==> config.mk <==
export PLATFORM = sky130hd
export DESIGN_NAME = wb_sequencer
export DESIGN_NICKNAME = d
export VERILOG_FILES = /design/src/rtl/wb_sequencer.sv
export SDC_FILE = /design/constraint.sdc
export NUM_CORES = 1
export LEC_CHECK = 0
export ABC_AREA = 1
export CAP_MARGIN = 20
export CORE_ASPECT_RATIO = 1.2
export CORE_MARGIN = 1.5
export CORE_UTILIZATION = 35
export DETAILED_ROUTE_END_ITERATION = 6
export PLACE_DENSITY = 0.68
export SLEW_MARGIN = 30
export SYNTH_ARGS = -nofsm -noshare
export SYNTH_HDL_FRONTEND = slang
export SYNTH_SLANG_ARGS = --single-unit
==> constraint.sdc <==
create_clock -name clk -period 1.4 [get_ports clk]
set_input_delay 0.21 -clock clk [delete_from_list [all_inputs] [get_ports clk]]
set_output_delay 0.21 -clock clk [all_outputs]
set_load 0.03 [all_outputs]
==> src/rtl/wb_sequencer.sv <==
// Multicycle writeback controller: classifies decoded RV32I opcodes, runs the
// data-memory handshake and drives one writeback strobe. Macro WB_PIPELINE_EN enables accept-during-WB.
module wb_sequencer #(
   parameter int MEM_TIMEOUT = 15,
   parameter int TO_W        = $clog2(MEM_TIMEOUT + 1)
) (
   input  logic       clk,
   input  logic       reset,
   input  logic       inst_valid,
   output logic       inst_ready,
   input  logic [6:0] opcode,
   input  logic [4:0] rd,
   output logic       mem_req,
   output logic       mem_we,
   input  logic       mem_ack,
   output logic [1:0] mux_sel,
   output logic       reg_we,
   output logic [4:0] reg_waddr,
   output logic       busy,
   output logic       timeout_err
);

   localparam logic [1:0] S_IDLE = 2'd0;
   localparam logic [1:0] S_MEM  = 2'd1;
   localparam logic [1:0] S_WB   = 2'd2;

   localparam logic [6:0] OPC_LUI    = 7'b0110111;
   localparam logic [6:0] OPC_OP     = 7'b0110011;
   localparam logic [6:0] OPC_OP_IMM = 7'b0010011;
   localparam logic [6:0] OPC_AUIPC  = 7'b0010111;
   localparam logic [6:0] OPC_LOAD   = 7'b0000011;
   localparam logic [6:0] OPC_STORE  = 7'b0100011;

   logic [1:0]      state_q, state_d;
   logic [6:0]      opcode_q, opcode_d;
   logic [4:0]      rd_q, rd_d;
   logic [TO_W-1:0] cnt_q, cnt_d;
   logic            terr_q, terr_d;
   logic            accept;
   logic            new_direct;
   logic            new_mem;

   assign new_direct = (opcode == OPC_LUI) || (opcode == OPC_OP) ||
                       (opcode == OPC_OP_IMM) || (opcode == OPC_AUIPC);
   assign new_mem    = (opcode == OPC_LOAD) || (opcode == OPC_STORE);

`ifdef WB_PIPELINE_EN
   assign inst_ready = (state_q == S_IDLE) || (state_q == S_WB);
`else
   assign inst_ready = (state_q == S_IDLE);
`endif

   assign accept = inst_valid & inst_ready;

   always_comb begin
      state_d  = state_q;
      opcode_d = opcode_q;
      rd_d     = rd_q;
      cnt_d    = cnt_q;
      terr_d   = terr_q;
      case (state_q)
         S_MEM: begin
            // An ack in the final allowed cycle still completes normally.
            if (mem_ack) begin
               state_d = (opcode_q == OPC_STORE) ? S_IDLE : S_WB;
            end else if (cnt_q == TO_W'(MEM_TIMEOUT - 1)) begin
               terr_d  = 1'b1;
               state_d = S_IDLE;
            end else begin
               cnt_d = cnt_q + TO_W'(1);
            end
         end
         S_WB:    state_d = S_IDLE;
         default: state_d = S_IDLE;
      endcase
      // Accept only happens in IDLE (or WB when pipelined), so it owns the next state.
      if (accept) begin
         opcode_d = opcode;
         rd_d     = rd;
         cnt_d    = '0;
         if (new_direct) begin
            state_d = S_WB;
         end else if (new_mem) begin
            state_d = S_MEM;
         end else begin
            state_d = S_IDLE;
         end
      end
   end

   always_ff @(posedge clk or posedge reset) begin
      if (reset) begin
         state_q  <= S_IDLE;
         opcode_q <= '0;
         rd_q     <= '0;
         cnt_q    <= '0;
         terr_q   <= 1'b0;
      end else begin
         state_q  <= state_d;
         opcode_q <= opcode_d;
         rd_q     <= rd_d;
         cnt_q    <= cnt_d;
         terr_q   <= terr_d;
      end
   end

   always_comb begin
      mux_sel = 2'b11;
      if (state_q == S_WB) begin
         case (opcode_q)
            OPC_LUI:  mux_sel = 2'b00;
            OPC_LOAD: mux_sel = 2'b10;
            default:  mux_sel = 2'b01;
         endcase
      end
   end

   assign reg_we      = (state_q == S_WB) && (rd_q != 5'd0);
   assign reg_waddr   = (state_q == S_WB) ? rd_q : 5'd0;
   assign mem_req     = (state_q == S_MEM);
   assign mem_we      = (state_q == S_MEM) && (opcode_q == OPC_STORE);
   assign busy        = (state_q != S_IDLE);
   assign timeout_err = terr_q;

endmodule

==> metrics.yaml, run 1 <==
run_status:
  status: "finished with violations"
  violations: "negative setup slack"
drt:
  vias: 979
  drc: 0
  drt-wirelength-per-cell_um: 12.2
  wl_um: 2530
  vias_per_cell: 4.73
  drtIter0Drc: 12
  drt-pass1-iter-count: 4
  ant_nets: 0
timing:
  setup_ws_ns: -0.259
  hold_viol_final: 0
  max_freq_ghz: 0.603
  slew_violations: 0
  whs_ns: 0.200
  setup_tns_ns: -1.29
  setup_viol: 11
  worstMarginPinSlew_ns: 0.296
  rsz0062_at_grt: "yes"
  period_needed_ns: 1.66
  min_period_over_period_pct: 119
  skew_ns: 0.0110
  slew_headroom_pct: 80.3
critical_path:
  reg2reg_from: "state_q[0]"
  critPathKind: "flop to output port"
  rrSetupSlack_ns: 0.07
  cp.required_ns: 1.19
  worst_setup_path_end_kind: "output port"
  rr_worst_depth: 8
  cp_max_fo: 2
  reg2reg_to: "opcode_q[6]"
  start_kind: "flop"
  worstSetupEndpoint: "mem_we"
  critPathArrivalTime_ns: 1.45
  cp-startpoint: "opcode_q[0]"
grt:
  grt_pass1_wl_um: 4030
  grt_pass1_vias: 1021
  grt_max_degree: 20
  overflow: 0
  gr-usage-all-layers_pct: 17.4
  antenna_found_initial: 0
placed_design:
  pre_cts_slack_ns: -0.263
  dp_hpwl_um: 1700
  io_buffers: 28
  place_congestion: 0.832
job:
  cap_violations: 0
synthesis:
  synth_compound_area_share_pct: 6.08
  yosysTopAreaCell: "dfrtp_1"
  synthTopCellsByArea: "dfrtp_1 48%, nand2_1 16%, inv_1 6.1%"
  synth_commonest_cells: "41 x nand2_1, 19 x dfrtp_1, 16 x inv_1, 13 x nor2_1"
  yosysSeqAreaShare_pct: 48.1
  synthMuxAreaShare_pct: 0
  synth_edf_count: 0
  synthesis.area_per_instance_sq_um: 7.84
  ys_types: 22
  ys_warn_count: 0
  synth-main-ff-cell: "dfrtp_1"
  synthAdderAreaFrac_pct: 2.53
  synth_top_family_by_area: "simple AND/OR/NAND/NOR gates"
  synth_area_sq_um: 988
  yosys.area_share.simple_pct: 33.0
  syn_inst: 126
  synthXorXnorAreaFrac_pct: 0.886
  ys_ff_latch: 19
  yosysTopAreaCellShare_pct: 48.1
  synth_fp_nets: 144
  async_flop_share_pct: 100
  synth.most_common_cell: "nand2_1"
die:
  coreArea_sq_mm: 0.00260
  die_area_sq_mm: 0.00315
  rows: 20
  start_util_pct: 38.0
  die_w_um: 51.5
  dieHeight_um: 61.2
  io_pins: 29
pwr:
  vdd_drop_max_mv: 0.620
  power_mw: 1.16
  powerDensity_mw_per_mm2: 723
  p_leak_nw: 0.795
clock_tree:
  hold_buffers: 0
  cts_buffer_depth: 2
  cts_inserted_buffers: 3
  clkTransAtPathRegs_ns: 0.13
  clockRootBuffer: "clkbuf_4"
  tritoncts: "yes"
  clkSinkCount: 19
  h-tree-depth: 1
  clock_latency_ns: 0.31
layout:
  drive_above_1_share_pct: 35.1
  syn2layout_area_growth_pct: 62.8
  post-route-util_pct: 61.8
  multiInputGateArea_sq_um: 500
  final_nets: 193
  num_antenna_cells: 0
  fillers: 217
  register_area_sq_um: 477
hold_path:
  worstHoldPathType: "input pin to asynchronous set/reset pin"
## stage by stage
stage,std cells,area [sq um]
5_1_grt,207,1610
3_3_place_gp,198,1370
2_1_floorplan,126,988
3_5_place_dp,198,1370
6_report,207,1610
4_1_cts,204,1530
## how the worst min path moves through the flow
stage / startpoint / endpoint / slack [ns] / cells after the start
6_report: reset / rd_q[0] / 0.20 / 3
5_1_grt: reset / rd_q[0] / 0.25 / 3
4_1_cts: reset / rd_q[0] / 0.21 / 3
3_5_place_dp: opcode_q[1] / opcode_q[1] / 0.47 / 2
3_3_place_gp: timeout_err / timeout_err / 0.46 / 1
2_1_floorplan: reset / cnt_q[0] / 0.16 / 1
## worst max-delay path, stage by stage, from the launching register on
cell and delay, ns:
dfrtp_1 0.39, nand2_2 0.08, nor3_4 0.21, nand3_1 0.14, nor2_1 0.13, buf_4 0.17
## metal layers
layer | part of all wire, % | track usage (%)
met1 | 39 | 19.1
met2 | 57 | 31.7
met3 | 1.9 | 3.16
met4 | 2.1 | 9.77
met5 | 0 | 0
## registers in the layout, summed over array words and instances, names as in the netlist
name / flops
state_q: 2
timeout_err: 1
opcode_q: 7
cnt_q: 4
rd_q: 5
## power by group
part | switching (mW) | internal, mW
registers | 0.0293 | 0.585
clock network | 0.193 | 0.109
logic | 0.124 | 0.124
## cell usage in the layout (no fill, tap or decap), drive strengths merged
cell           synthesis  final
buf                    2     29
clkbuf                 0      4
clkdlybuf4s50          0     15
clkinvlp               0      1
dfrtp                 19     19
dlygate4sd2            0      1
ha                     2      2
inv                   18     18
nand2                 43     43
nand3                  7      7
nand4                  4      4
nor2                  16     16
nor3                   2      2
o21a                   1      1
o21ai                  9      9
o21bai                 1      1
or2                    1      1
xor2                   1      1
## what timing repair did
| item | CTS | global route |
|---|---|---|
| buffers inserted | 2 | 2 |
| gates resized for setup | 51 | 14 |
| pin swaps | 4 | 6 |
| cloned | 0 | 1 |
| endpoints found under the setup margin | 13 | 25 |
## kinds of logic (layout without fill, tap and decap cells)
family / after synthesis / count (layout)
AOI/OAI and AO/OA: 11 / 11
xor gates and xnor gates: 1 / 1
adders and majority gates: 2 / 2
buffers and inverters: 20 / 68
DFF: 19 / 19
and+or+nand+nor: 73 / 73
## cell type report
cell class | count | share of cell area (%)
well taps | 33 | 2.57
clock buffers | 3 | 1.40
repair buffers | 46 | 29.7
inverters | 18 | 5.13
multi-input cells | 87 | 31.1
clock inverters | 1 | 0.467
flip-flops and latches | 19 | 29.6
Power figures use the tool's default switching activity.
==> inputs of run 2 (changes only) <==
--- a/config.mk
+++ b/config.mk
@@ -11,7 +11,6 @@
 export CORE_MARGIN = 1.5
 export CORE_UTILIZATION = 35
 export DETAILED_ROUTE_END_ITERATION = 6
-export PLACE_DENSITY = 0.68
 export SLEW_MARGIN = 30
 export SYNTH_ARGS = -nofsm -noshare
 export SYNTH_HDL_FRONTEND = slang
==> run 2 against run 1 <==
  * The run still ends with negative setup slack left
  * Clock power shrank 5%
  * Sequential cell count is the same
  * Routed wire length grew 0.91%
  * Largest power group unchanged
  * Critical endpoint unchanged
  * Die area is the same
  * Non-clock buffer count grew 3
  * Clock skew shrank 0.0069 ns
==> metrics.yaml, run 2 (same netlist as run 1, synthesis figures left out) <==
run_status:
  status: "finished with violations"
  violations: "negative setup slack"
placed_design:
  place_congestion: 0.856
  dp_hpwl_um: 1670
  io_buffers: 28
  place_area_sq_mm: 0.00136
die:
  io_pins: 29
  dieHeight_um: 61.2
  coreArea_sq_mm: 0.00260
  die_area_sq_mm: 0.00315
  rows: 20
  start_util_pct: 38.0
  die_w_um: 51.5
critical_path:
  slowest_delay_ns: 0.38
  cp.required_ns: 1.19
  critPathKind: "flop to output port"
  cp-startpoint: "opcode_q[1]"
  rrSetupSlack_ns: 0.06
  reg2reg_from: "state_q[0]"
  slowest_stage: "dfrtp_1"
  cp_max_fo: 2
  worst-path-buf-inv: 2
  worst_setup_path_end_kind: "output port"
  rr_worst_depth: 8
  crit_family: "simple AND/OR/NAND/NOR gates"
  worstSetupEndpoint: "mem_we"
  cp_num_cells: 6
  crit_chain: "nand2_2 -> nor3_2 -> buf_4 -> nand3_4 -> nor2_4 -> buf_6"
  reg2reg_to: "opcode_q[5]"
  critPathArrivalTime_ns: 1.38
  start_kind: "flop"
drt:
  drt-wirelength-per-cell_um: 12.2
  vias_per_cell: 4.71
  drt-pass1-iter-count: 4
  wl_um: 2560
  ant_nets: 0
  drc: 0
  vias: 990
  drtIter0Drc: 3
timing:
  min_period_over_period_pct: 114
  skew_ns: 0.00404
  max_freq_ghz: 0.628
  hold_viol_final: 0
  rsz0062_at_grt: "yes"
  slew_headroom_pct: 80.0
  setup_viol: 10
  period_needed_ns: 1.59
  worstMarginPinSlew_ns: 0.301
  slew_violations: 0
  whs_ns: 0.206
  setup_ws_ns: -0.193
grt:
  antenna_found_initial: 0
  overflow: 0
  grt_max_degree: 20
  gr-usage-all-layers_pct: 17.3
  grt_pass1_vias: 965
  grt_pass1_wl_um: 4020
pwr:
  vdd_drop_max_mv: 0.466
  powerDensity_mw_per_mm2: 693
  p_leak_nw: 0.825
layout:
  multiInputGateArea_sq_um: 520
  final_common_cell: "nand2_1"
  register_area_sq_um: 475
  largest_reg_flops: 7
  largestRegisters: "opcode_q: 7 flops, rd_q: 5 flops, cnt_q: 4 flops"
  syn2layout_area_growth_pct: 69.1
  layout_common_cells: "39 x nand2_1, 19 x dfrtp_1, 18 x buf_6"
  final_cell_area_sq_mm: 0.00167
  largest-register: "opcode_q"
  num_antenna_cells: 0
  fillers: 233
  drive_above_1_share_pct: 37.3
  final_nets: 196
clock_tree:
  cts_buffer_depth: 2
  tritoncts: "yes"
  h-tree-depth: 1
  hold_buffers: 0
  clkTransAtPathRegs_ns: 0.11
  cts_inserted_buffers: 3
  clock_latency_ns: 0.30
  clkSinkCount: 19
  clockRootBuffer: "clkbuf_4"
hold_path:
  worstHoldPathType: "input pin to asynchronous set/reset pin"
job:
  cap_violations: 0
run 2: power by group:
group	switching [mW]	internal, mW	total [mW]
clock	0.180	0.107	0.287
sequential	0.0279	0.585	0.613
combinational	0.127	0.131	0.258
total	0.335	0.823	1.16
run 2: worst min path at each step:
stage,startpoint,end,cells past startpoint
3_3_place_gp,timeout_err,timeout_err,1
2_1_floorplan,reset,cnt_q[0],1
4_1_cts,reset,rd_q[3],3
5_1_grt,reset,rd_q[3],3
3_5_place_dp,opcode_q[0],opcode_q[0],2
6_report,reset,rd_q[3],3
run 2: final cells by class:
cell class,instances,area share (%)
Clock inverter,1,0.299
Sequential cell,19,28.4
Timing Repair Buffer,49,31.2
Tap cell,33,2.47
Multi-Input combinational cell,87,31.1
Clock buffer,3,1.35
Inverter,18,5.09
run 2: through the flow:
stage          utilization, %  power (mW)  cells  setup WS [ns]  TNS, ns
6_report                 64.2        1.16    210         -0.193    -1.07
5_1_grt                  64.2        1.22    210         -0.275    -1.84
4_1_cts                  58.3        1.13    204         -0.190   -0.863
3_5_place_dp             52.2       0.810    196         -0.268   -0.287
3_3_place_gp             52.2       0.806    196         -0.255   -0.275
2_1_floorplan               -       0.713    126         0.0569        0
run 2: timing repair:
action	in CTS	in global routing
setup endpoints to repair	13	23
setup buffers	4	4
resized for setup	49	21
cloned	0	2
hold endpoints to repair	0	0
pin swaps	3	7
run 2: routing by layer:
metal	part of all wire (%)	GRT usage [%]
met3	4.9	3.40
met4	1.1	6.77
met5	0	0
met2	54	33.5
met1	40	18.3
run 2: worst reg2reg max path, stage by stage, from the launching register on:
cell       delay (ns)
dfrtp_1          0.43
buf_6            0.16
nor2_4           0.10
buf_6            0.11
buf_6            0.09
nand2_4          0.06
inv_8            0.10
clkbuf_16        0.16
o21ai_1          0.05
==> inputs of run 3 (changes only) <==
--- a/config.mk
+++ b/config.mk
@@ -7,7 +7,7 @@
 export LEC_CHECK = 0
 export ABC_AREA = 1
 export CAP_MARGIN = 20
-export CORE_ASPECT_RATIO = 1.2
+export CORE_ASPECT_RATIO = 0.5
 export CORE_MARGIN = 1.5
 export CORE_UTILIZATION = 35
 export DETAILED_ROUTE_END_ITERATION = 6
==> run 3 against run 2 <==
  * The run still ends with negative setup slack left
  * Non-clock buffer count is 7 lower
  * Routed wire length decreased by 13%
  * Final area fell by 5.5%
  * Maximum frequency up 3.9%
  * Largest cell class is now multi-input gates
  * Sequential power about the same
  * Sequential share of layout area up 1.6 points
  * Global-route usage decreased by 1.6 points
  * Clock skew fell by 0.00092 ns
  * Combinational power shrank 12%
  * Total power rose by 5.5%
  * Sequential cell count unchanged
==> metrics.yaml, run 3 (same netlist as run 1, synthesis figures left out) <==
run_status:
  status: "finished with violations"
  violations: "negative setup slack"
pwr:
  pwr-share-clk_pct: 31.3
  combPwrFrac_pct: 18.5
  powerDensity_mw_per_mm2: 773
  vdd_drop_max_mv: 0.453
  p_leak_nw: 0.786
  p_int_mw: 0.892
  power_mw: 1.22
  switching_share_pct: 27.0
  pwr-share-seq_pct: 50.2
  p_sw_mw: 0.330
grt:
  grt_max_degree: 20
  overflow: 0
  antenna_found_initial: 0
  grt_pass1_wl_um: 3580
  grt_pass1_vias: 816
  gr-usage-all-layers_pct: 15.7
drt:
  drt-wirelength-per-cell_um: 10.8
  drt-pass1-iter-count: 4
  wl_um: 2230
  drtIter0Drc: 19
  vias_per_cell: 4.40
  vias: 911
  ant_nets: 0
  wl_met2_um: 1040
  dr_wl_met3_um: 92
  drc: 0
  met1_length_um: 1070
  top_layer_used: "met4"
layout:
  final_common_cell: "nand2_1"
  syn2layout_area_growth_pct: 59.9
  largest-register: "opcode_q"
  drive_above_1_share_pct: 32.9
  final_nets: 189
  layout_common_cells: "39 x nand2_1, 19 x dfrtp_1, 15 x clkdlybuf4s50_1"
  fillers: 249
  largestRegisters: "opcode_q: 7 flops, rd_q: 5 flops, cnt_q: 4 flops"
  largest_reg_flops: 7
  num_antenna_cells: 0
  final_cell_area_sq_mm: 0.00158
die:
  coreArea_sq_mm: 0.00264
  start_util_pct: 37.5
  die_w_um: 78.2
  io_pins: 29
  rows: 13
  dieHeight_um: 40.6
  die_area_sq_mm: 0.00317
critical_path:
  cpMostUsedCell: "buf_6"
  slowest_stage: "dfrtp_1"
  slowest_delay_ns: 0.43
  cp_max_fo: 3
  critPathKind: "flop to output port"
  cp.required_ns: 1.19
  worst_setup_path_end_kind: "output port"
  critPathArrivalTime_ns: 1.32
  crit_chain: "nor3_4 -> nand3_2 -> buf_6 -> nand2_4 -> buf_6"
  start_kind: "flop"
clock_tree:
  h-tree-depth: 1
  clkTransAtPathRegs_ns: 0.07
  clock_latency_ns: 0.26
  clockRootBuffer: "clkbuf_8"
  cts_inserted_buffers: 3
  tritoncts: "yes"
  cts_buffer_depth: 2
  clkSinkCount: 19
  hold_buffers: 0
timing:
  worstMarginPinSlew_ns: 0.295
  slew_headroom_pct: 80.4
  slew_violations: 0
  skew_ns: 0.00313
  rsz0062_at_grt: "yes"
  period_needed_ns: 1.53
  hold_viol_final: 0
  min_period_over_period_pct: 110
  setup_ws_ns: -0.134
  setup_viol: 9
  max_freq_ghz: 0.652
placed_design:
  place_congestion: 0.761
  io_buffers: 28
  dp_hpwl_um: 1670
  place_area_sq_mm: 0.00140
hold_path:
  worstHoldPathType: "input pin to asynchronous set/reset pin"
job:
  cap_violations: 0
## run 3: worst paths after layout
check                       startpoint           to  slack (ns)  depth (start not counted)
max                        opcode_q[3]   mux_sel[1]       -0.13                          5
min                              reset  opcode_q[0]        0.27                          3
max reg2reg                 state_q[0]      rd_q[4]        0.14                          8
min reg2reg                timeout_err  timeout_err        0.48                          1
max in group asynchronous        reset  opcode_q[6]        0.93                          3
min in group clk           timeout_err  timeout_err        0.48                          1
## run 3: layer usage
metal	vias up	global-route usage [%]
li1	483	-
met1	405	19.2
met4	0	5.36
met3	4	4.32
met5	-	0
met2	19	28.0
## run 3: layout make-up
class	instances	area (sq um)	share of cell area, %
multi-input cells	87	505	32.0
inverters	18	77.6	4.91
flip-flops and latches	19	475	30.1
repair buffers	42	429	27.2
well taps	37	46.3	2.93
clock inverters	1	5.00	0.317
clock buffers	3	41.3	2.61
## run 3: what timing repair did
item,CTS,global route
pin swaps,5,6
setup endpoints to repair,11,10
buffers inserted,0,1
resized for setup,19,37
## run 3: critical path, delay by kind of cell (launching register included)
| family | cells | cell delay [ns] |
|---|---|---|
| flops | 1 | 0.43 |
| simple gates | 3 | 0.38 |
| buf+inv | 2 | 0.25 |
## run 3: stage by stage
stage	hold slack [ns]	TNS [ns]	instances	util [%]	setup slack [ns]
2_1_floorplan	0.161	0	126	-	0.0569
3_3_place_gp	0.461	-0.253	203	53.0	-0.238
3_5_place_dp	0.462	-0.282	203	53.0	-0.256
4_1_cts	0.274	-0.711	207	55.2	-0.114
5_1_grt	0.326	-1.24	207	60.0	-0.194
6_report	0.267	-0.623	207	60.0	-0.134
## run 3: power by group through the flow
stage	Sequential (mW)	Combinational [mW]	Clock [mW]
global placement	0.612	0.202	0
finish	0.613	0.226	0.383
detailed placement	0.615	0.204	0
floorplan	0.611	0.102	0
global route	0.616	0.252	0.419
CTS	0.606	0.206	0.392
==> RTL edit, RTL diff (settings of run 2) <==
The option `WB_PIPELINE_EN` is turned on by a define.
--- a/src/rtl/wb_sequencer.sv
+++ b/src/rtl/wb_sequencer.sv
@@ -1,5 +1,7 @@
 // Multicycle writeback controller: classifies decoded RV32I opcodes, runs the
 // data-memory handshake and drives one writeback strobe. Macro WB_PIPELINE_EN enables accept-during-WB.
+`define WB_PIPELINE_EN
+
 module wb_sequencer #(
    parameter int MEM_TIMEOUT = 15,
    parameter int TO_W        = $clog2(MEM_TIMEOUT + 1)
Function: changed (Yosys sat finds a counterexample within 4 cycles, from zero or initial values and one cycle with reset high).
==> RTL edit against run 2 <==
Wire length shrank 6.9%. First-iteration DRC count grew to 4.0 times the old value. Critical path type unchanged. Sequential cell count is the same. Design area shrank 7.3%. Largest cell class is now multi-input gates. Setup slack lost 0.0034 ns. Critical path depth shrank 1. The run still ends with negative setup slack left. Maximum frequency shrank 0.21%. Sequential share of layout area grew 2.2 points. Area after synthesis grew 1.6%. Largest power group unchanged. Power shrank 5.1%. Sequential power shrank 1%. Die area grew 1.6%. Highest routed layer unchanged.
==> RTL edit: results (changes against run 2) <==
timing:
  postLayoutSetupSlackWorst_ns: -0.197  # was -0.193 ns
  setup_viol: 9  # was 10
  skew_ns: 0.00288  # was 0.00404 ns
  slew_headroom_pct: 80.2  # was 80.0%
critical_path:
  r2r_start: "cnt_q[1]$_DFFE_PP0P_"  # was state_q[0]$_DFFE_PP0P_
  max_stage_delay_ns: 0.44  # was 0.38 ns
  reg2regPathDepth: 7  # was 8
  timing.critical_path.from: "opcode_q[3]$_DFFE_PP0P_"  # was opcode_q[1]$_DFFE_PP0P_
  r2r_end: "cnt_q[3]$_DFFE_PP0P_"  # was opcode_q[5]$_DFFE_PP0P_
  crit_end: "mux_sel[1]"  # was mem_we
  path_max_fanout: 3  # was 2
status:
  status: "finished with violations"  # unchanged
  violations: "negative setup slack"  # unchanged
final_layout:
  drive_gt1_share_pct: 38.0  # was 37.3%
placed_design:
  placed_area_mm2: 0.00136  # about the same
  placed_cells: 195  # was 196
  pre_cts_slack_ns: -0.276  # was -0.268 ns
  dp_hpwl_mm: 1.69  # was 1.67 mm
detailed_routing:
  drt_iter0_markers: 12  # was 3
  avgRoutedWirePerCell_um: 11.9  # was 12.2 µm
  routed_wl_mm: 2.38  # was 2.56 mm
  vias_per_cell: 4.71  # about the same
  wl_met2_mm: 1.30  # was 1.38 mm
power:
  ir_worst_vdd_uv: 348  # was 466 µV
  power.leakage_nw: 0.756  # was 0.825 nW
synth:
  syn_nets: 142  # was 144
  yosysSeqAreaShare_pct: 47.3  # was 48.1%
  ys_top_cells_by_count: "39 x nand2_1, 19 x dfrtp_1, 16 x inv_1, 12 x nor2_1"  # was 41 x nand2_1, 19 x dfrtp_1, 16 x inv_1, 13 x nor2_1
global_route:
  grt_pass1_vias: 912  # was 965
  gr-usage-all-layers_pct: 15.6  # was 17.3%
-- RTL edit: per-stage QoR --
step / power [mW] / utilization [%] / TNS, ns
finish: 1.10 / 56.2 / -1.09
global route: 1.16 / 56.2 / -1.74
CTS: 1.09 / 52.0 / -1.00
detailed placement: 0.802 / 49.4 / -0.286
global placement: 0.797 / 49.4 / -0.261
floorplan: 0.712 / - / 0
-- RTL edit: how the worst min path moves through the flow --
stage,depth (start not counted),startpoint,endpoint,slack (ns)
final,3,reset,rd_q[1]$_DFFE_PP0P_,0.22
after global routing,3,reset,timeout_err$_DFFE_PP0P_,0.24
after CTS,3,reset,rd_q[3]$_DFFE_PP0P_,0.23
after detailed placement,1,timeout_err$_DFFE_PP0P_,timeout_err$_DFFE_PP0P_,0.46
after global placement,1,timeout_err$_DFFE_PP0P_,timeout_err$_DFFE_PP0P_,0.46
after floorplan,1,reset,cnt_q[0]$_DFFE_PP0P_,0.16
-- RTL edit: worst max-delay path, delay by kind of cell, from the launching register on --
family / cells / cell delay [ns]
buf+inv: 2 / 0.25
flops: 1 / 0.44
simple gates: 3 / 0.40
-- RTL edit: layer usage --
layer  track usage, %  vias to the layer above
met5                0                        -
li1                 -                      472
met1             17.5                      438
met3             3.11                        4
met4             4.51                        0
met2             29.8                       27
-- RTL edit: kinds of logic after synthesis --
logic type               Yosys count  share of synthesized area (%)
AND/OR/NAND/NOR                   71                           31.6
buffers and inverters             20                           9.34
flip-flops                        19                           47.3
AO/OA/AOI/OAI                     11                           8.34
adder cells (fa/ha/maj)            2                           2.49
XOR/XNOR                           1                          0.872
-- RTL edit: repair_timing --
item                                    in CTS  in global routing
setup buffers                                0                  3
hold endpoints to repair                     0                  0
endpoints found under the setup margin      13                 11
gates resized for setup                     34                 32
pin swaps                                    5                  5
hold buffers                                 0                  0
-- RTL edit: area by class of cell --
class | instances | area (µm²)
Sequential cell | 19 | 475
Fill cell | 263 | 1210
Clock buffer | 3 | 22.5
Timing Repair Buffer | 39 | 385
Tap cell | 34 | 42.5
Clock inverter | 1 | 5.00
Multi-Input combinational cell | 85 | 528
Inverter | 19 | 91.3
-- RTL edit: report_power, final --
part / internal [mW] / leakage (nW) / switching (mW)
sequential: 0.582 / 0.242 / 0.0237
combinational: 0.0970 / 0.496 / 0.119
clock: 0.106 / 0.0177 / 0.171
total: 0.785 / 0.756 / 0.314
